==> config.mk <==
export PLATFORM = sky130hd
export DESIGN_NAME = multicycle_sequencer
export DESIGN_NICKNAME = d
export VERILOG_FILES = /design/src/rtl/multicycle_sequencer.sv
export SDC_FILE = /design/constraint.sdc
export NUM_CORES = 1
export LEC_CHECK = 0
export ABC_AREA = 1
export CAP_MARGIN = 40
export CORE_ASPECT_RATIO = 1.2
export CORE_MARGIN = 2
export CORE_UTILIZATION = 30
export DETAILED_ROUTE_END_ITERATION = 10
export PLACE_DENSITY_LB_ADDON = 0.12
export SYNTH_ARGS = -nofsm -noshare
export SYNTH_HDL_FRONTEND = slang
export SYNTH_SLANG_ARGS = --single-unit
export TNS_END_PERCENT = 50
==> constraint.sdc <==
create_clock -name clk -period 2 [get_ports clk]
set_input_delay 0.4 -clock clk [delete_from_list [all_inputs] [get_ports clk]]
set_output_delay 0.4 -clock clk [all_outputs]
set_load 0.02 [all_outputs]
==> src/rtl/multicycle_sequencer.sv <==
// Multi-cycle control FSM for the RISC-V core. It steps each instruction through
// FETCH/DECODE/EXEC/MEM/WB over a shared memory port and counts retired instructions.
module multicycle_sequencer #(
    parameter int DATA_WIDTH = 32,
    parameter int ALU_WIDTH  = 2,
    parameter int IMM_WIDTH  = 3,
    parameter int CNT_WIDTH  = 32
) (
    input  logic                  clk,
    input  logic                  rst,
    input  logic [DATA_WIDTH-1:0] instr,
    input  logic                  EQ,
    input  logic                  mem_ready,
    output logic                  mem_req,
    output logic                  MemWrite,
    output logic                  AddrSrc,
    output logic                  IRWrite,
    output logic                  PCWrite,
    output logic                  PCsrc,
    output logic                  RegWrite,
    output logic                  ResultSrc,
    output logic                  ALUsrc,
    output logic [ALU_WIDTH-1:0]  ALUctrl,
    output logic [IMM_WIDTH-1:0]  ImmSrc,
    output logic                  trap,
    output logic [CNT_WIDTH-1:0]  retired
);

    typedef enum logic [2:0] {
        S_FETCH,
        S_DECODE,
        S_EXEC,
        S_MEM,
        S_WB,
        S_TRAP
    } state_e;

    localparam logic [ALU_WIDTH-1:0] ALU_ADD = '0;
    localparam logic [ALU_WIDTH-1:0] ALU_SUB = ALU_WIDTH'(1);
    localparam logic [IMM_WIDTH-1:0] IMM_I   = '0;
    localparam logic [IMM_WIDTH-1:0] IMM_S   = IMM_WIDTH'(1);
    localparam logic [IMM_WIDTH-1:0] IMM_B   = IMM_WIDTH'(2);

    state_e               state_q, state_d;
    logic [CNT_WIDTH-1:0] retired_q, retired_d;
    logic                 retire_en;

    logic [6:0] opcode;
    logic [2:0] funct3;
    logic       is_addi, is_alu, is_lw, is_sw, is_bne, is_legal;

    logic                 mem_req_c, mem_write_c, addr_src_c, ir_write_c, pc_write_c;
    logic                 pc_src_c, reg_write_c, result_src_c, alu_src_c, trap_c;
    logic [ALU_WIDTH-1:0] alu_ctrl_c, alu_ctrl_dec;
    logic [IMM_WIDTH-1:0] imm_src_c, imm_src_dec;
    logic                 alu_src_dec;

    // Only opcode, funct3 and bit 30 steer control; the remaining fields belong to the datapath.
    logic unused_instr_bits;
    assign unused_instr_bits = ^{instr[DATA_WIDTH-1:31], instr[29:15], instr[11:7]};

    assign opcode   = instr[6:0];
    assign funct3   = instr[14:12];
    assign is_addi  = (opcode == 7'b0010011) && (funct3 == 3'b000);
    assign is_alu   = (opcode == 7'b0110011) && (funct3 == 3'b000);
    assign is_lw    = (opcode == 7'b0000011) && (funct3 == 3'b010);
    assign is_sw    = (opcode == 7'b0100011) && (funct3 == 3'b010);
    assign is_bne   = (opcode == 7'b1100011) && (funct3 == 3'b001);
    assign is_legal = is_addi | is_alu | is_lw | is_sw | is_bne;

    // Operand controls are decoded straight from the IR and held through EXEC, MEM and WB.
    always_comb begin
        alu_src_dec  = 1'b0;
        alu_ctrl_dec = ALU_ADD;
        imm_src_dec  = IMM_I;
        if (is_addi || is_lw) begin
            alu_src_dec = 1'b1;
        end else if (is_sw) begin
            alu_src_dec = 1'b1;
            imm_src_dec = IMM_S;
        end else if (is_alu) begin
            alu_ctrl_dec = instr[30] ? ALU_SUB : ALU_ADD;
        end else if (is_bne) begin
            alu_ctrl_dec = ALU_SUB;
            imm_src_dec  = IMM_B;
        end
    end

    always_comb begin
        state_d      = state_q;
        retire_en    = 1'b0;
        mem_req_c    = 1'b0;
        mem_write_c  = 1'b0;
        addr_src_c   = 1'b0;
        ir_write_c   = 1'b0;
        pc_write_c   = 1'b0;
        pc_src_c     = 1'b0;
        reg_write_c  = 1'b0;
        result_src_c = 1'b0;
        alu_src_c    = 1'b0;
        alu_ctrl_c   = ALU_ADD;
        imm_src_c    = IMM_I;
        trap_c       = 1'b0;
        case (state_q)
            S_FETCH: begin
                mem_req_c = 1'b1;
                if (mem_ready) begin
                    ir_write_c = 1'b1;
                    state_d    = S_DECODE;
                end
            end
            S_DECODE: begin
                state_d = is_legal ? S_EXEC : S_TRAP;
            end
            S_EXEC: begin
                alu_src_c  = alu_src_dec;
                alu_ctrl_c = alu_ctrl_dec;
                imm_src_c  = imm_src_dec;
                if (is_bne) begin
                    pc_write_c = 1'b1;
                    pc_src_c   = ~EQ;
                    retire_en  = 1'b1;
                    state_d    = S_FETCH;
                end else if (is_lw || is_sw) begin
                    state_d = S_MEM;
                end else begin
                    state_d = S_WB;
                end
            end
            S_MEM: begin
                alu_src_c   = alu_src_dec;
                alu_ctrl_c  = alu_ctrl_dec;
                imm_src_c   = imm_src_dec;
                mem_req_c   = 1'b1;
                addr_src_c  = 1'b1;
                mem_write_c = is_sw;
                if (mem_ready) begin
                    if (is_sw) begin
                        pc_write_c = 1'b1;
                        retire_en  = 1'b1;
                        state_d    = S_FETCH;
                    end else begin
                        state_d = S_WB;
                    end
                end
            end
            S_WB: begin
                alu_src_c    = alu_src_dec;
                alu_ctrl_c   = alu_ctrl_dec;
                imm_src_c    = imm_src_dec;
                reg_write_c  = 1'b1;
                result_src_c = is_lw;
                pc_write_c   = 1'b1;
                retire_en    = 1'b1;
                state_d      = S_FETCH;
            end
            S_TRAP: begin
                trap_c = 1'b1;
            end
            default: begin
                state_d = S_FETCH;
            end
        endcase
    end

    assign retired_d = retire_en ? retired_q + CNT_WIDTH'(1) : retired_q;

    always_ff @(posedge clk or negedge rst) begin
        if (!rst) begin
            state_q   <= S_FETCH;
            retired_q <= '0;
        end else begin
            state_q   <= state_d;
            retired_q <= retired_d;
        end
    end

    // Outputs are forced low while reset is held, even though the state already reads FETCH.
    assign mem_req   = rst & mem_req_c;
    assign MemWrite  = rst & mem_write_c;
    assign AddrSrc   = rst & addr_src_c;
    assign IRWrite   = rst & ir_write_c;
    assign PCWrite   = rst & pc_write_c;
    assign PCsrc     = rst & pc_src_c;
    assign RegWrite  = rst & reg_write_c;
    assign ResultSrc = rst & result_src_c;
    assign ALUsrc    = rst & alu_src_c;
    assign ALUctrl   = rst ? alu_ctrl_c : '0;
    assign ImmSrc    = rst ? imm_src_c : '0;
    assign trap      = rst & trap_c;
    assign retired   = rst ? retired_q : '0;

endmodule

==> flow_summary.json <==
{
  "clockBufferDepth": 2,
  "area_delta_synth_final_pct": 40.0,
  "n_fill_cell": 1070,
  "busiest_layer": "met2",
  "violations": "negative setup slack",
  "cts_max_level": 2,
  "antenna_found_initial": 0,
  "grt_pass1_vias": 3018,
  "avgViaCountPerCell": 4.49,
  "rrSetupSlack_ns": 0.29,
  "synth_top_flop_cell": "dfrtp_1",
  "grt_max_degree": 29,
  "grt.overflow.total": 0,
  "layout_commonest_cell": "nand2_1",
  "nets": 621,
  "slowest_stage": "dfrtp_1",
  "fin_crit_ns": 2.03,
  "holdBufCountCts": 0,
  "grt_pass1_wl_um": 14500,
  "worstPathMaxFanout": 3,
  "clkLatencyLatePin_ns": 0.28,
  "die_h_um": 114,
  "critical_path.endpoint_type": "primary output",
  "startpoint": "state_q[2]",
  "worstSetupStartpointType": "register",
  "drt_iter0_drc": 96,
  "fin_ws_ns": -0.0337,
  "port_buffers": 59,
  "drt_first_pass_iters": 4,
  "seq_area_um2": 876,
  "r2r-end": "retired_q[9]",
  "multi_input_area_um2": 1820,
  "grt_setup_unrepaired": "yes",
  "drive_gt1_share_pct": 21.5,
  "yosysUniqueCellTypes": 32,
  "layout_common_cells": "178 x nand2_1, 77 x inv_1, 49 x nor2_1",
  "diodes": 0,
  "timing.critical_path.slowest_cell_delay_ns": 0.37,
  "hold_path_class": "input pin to asynchronous set/reset pin",
  "io_pins": 83,
  "grt_util_met2_pct": 27.9,
  "post_drt_wl_per_cell_um": 12.1,
  "clock.fmax_mhz": 492,
  "clk_pin_slew_ns": 0.05,
  "rows": 40,
  "status": "finished, violations left",
  "arrival_ns": 1.63,
  "r2r.worst_path.cells": 11,
  "total_power_uw": 2590,
  "power.density_nw_per_um2": 607,
  "vdd_drop_max_v": 0.000328,
  "synth_edf_count": 0,
  "cts-root-buf": "clkbuf_16",
  "cp_cell_sequence": "inv_1 > nand2_1 > inv_2 > nand2_2 > nor2_2 > nand2_4 > a31oi_1 > buf_2",
  "netlist_area_um2": 3050,
  "drc_errors": 0,
  "critPathRequiredTime_ns": 1.60,
  "p_leak_uw": 0.00263,
  "clock-sinks": 35,
  "cts_tree": "built",
  "use_met3_pct": 3.23,
  "core_area_um2": 9960,
  "synth.avg_cell_area_um2": 6.18,
  "yosysWarningCount": 0,
  "totalWireLength_um": 8580,
  "clock_skew_ns": 0.00310,
  "reg2reg_from": "state_q[1]",
  "ys_seq_area_share_pct": 28.7,
  "syn_inst": 493,
  "slew_viol_final": 0,
  "gp_congestion": 0.894,
  "use_met1_pct": 21.5,
  "maxCapViolCount": 0,
  "hold_viol": 0,
  "die_w_um": 96.0,
  "initial_utilization_pct": 30.6,
  "grt_usage_pct": 16.9,
  "dr_total_vias": 3190,
  "crit_type": "register to primary output",
  "ys_async_sr_fraction_pct": 100,
  "die_area_um2": 11000,
  "setup_viol": 1,
  "postRouteAntennaNets": 0,
  "fin_util_pct": 42.8,
  "min_period_over_period_pct": 102,
  "post-dp-hpwl_um": 6840,
  "ys_ff_latch": 35,
  "numCtsBuffers": 5
}
## where the power goes
group	switching (uW)	internal, uW
combinational	609	417
clock	284	460
sequential	52.8	770
total	945	1650
## logic make-up after synthesis
family,Yosys count,share of synthesized area [%]
xor+xnor,14,4.02
simple gates,311,45.4
fa+ha+maj,1,0.410
buf+inv,104,14.5
compound gates,27,6.81
other cells,1,0.123
flops,35,28.7
## repair_timing
item | 4_1_cts | 5_1_grt
setup endpoints to repair | 13 | 37
resized for setup | 80 | 40
pin swaps | 13 | 5
buffers inserted | 4 | 0
## cells in the mapped netlist (all sizes together), types with 7 or more instances
| cell | count | share of area, % |
|---|---|---|
| xor2 | 9 | 2.6 |
| nand3 | 15 | 3.2 |
| a21oi | 7 | 1.1 |
| o21ai | 19 | 5.5 |
| nor2 | 65 | 8.9 |
| dfrtp | 35 | 29 |
| nand4 | 19 | 3.9 |
| inv | 89 | 11 |
| nand3b | 8 | 2.0 |
| nand2 | 185 | 24 |
| buf | 10 | 2.9 |
| nor3 | 18 | 3.7 |
## state kept, by name, summed over array words and instances (netlist names)
register,count
retired_q,32
state_q,3
## worst max path at each step
| stage | slack, ns | to | depth (start not counted) |
|---|---|---|---|
| floorplan | 0.05 | PCsrc | 8 |
| global route | -0.11 | PCWrite | 8 |
| global placement | -0.61 | MemWrite | 9 |
| detailed placement | -0.69 | ALUctrl[0] | 8 |
| CTS | -0.01 | ResultSrc | 8 |
| finish | -0.03 | PCWrite | 8 |
## layout make-up
class,instances,share of cell area (%)
Sequential cell,35,20.5
Inverter,89,7.83
Multi-Input combinational cell,355,42.7
Timing Repair Buffer,98,22.0
Clock buffer,7,3.11
Tap cell,126,3.70
Clock inverter,1,0.117
## metal layers
layer  routed length (um)  vias up  share of wire (%)
li1                     -     1679                  -
met1                 3880     1427                 45
met2                 4170       73                 49
met3                  389       11                4.5
met4                  136        0                1.6
met5                    0        -                  0
## worst max-delay path, delay by kind of cell, from the launching register on
kind,cells,cell delay [ns]
AOI/OAI and AO/OA,1,0.20
buffers and inverters,3,0.39
DFF,1,0.37
and+or+nand+nor,4,0.40
## per-stage QoR
stage	instances	hold slack (ns)	instance area, um^2	setup TNS (ns)	setup slack (ns)
6_report	711	0.110	4270	-0.0337	-0.0337
5_1_grt	711	0.148	4270	-0.350	-0.115
4_1_cts	711	0.131	4200	-0.0114	-0.0114
3_5_place_dp	699	0.428	4010	-9.36	-0.687
3_3_place_gp	699	0.441	4010	-8.22	-0.607
2_1_floorplan	494	0.104	3050	0	0.0533
Note: power is estimated with default switching activity, not from simulation.
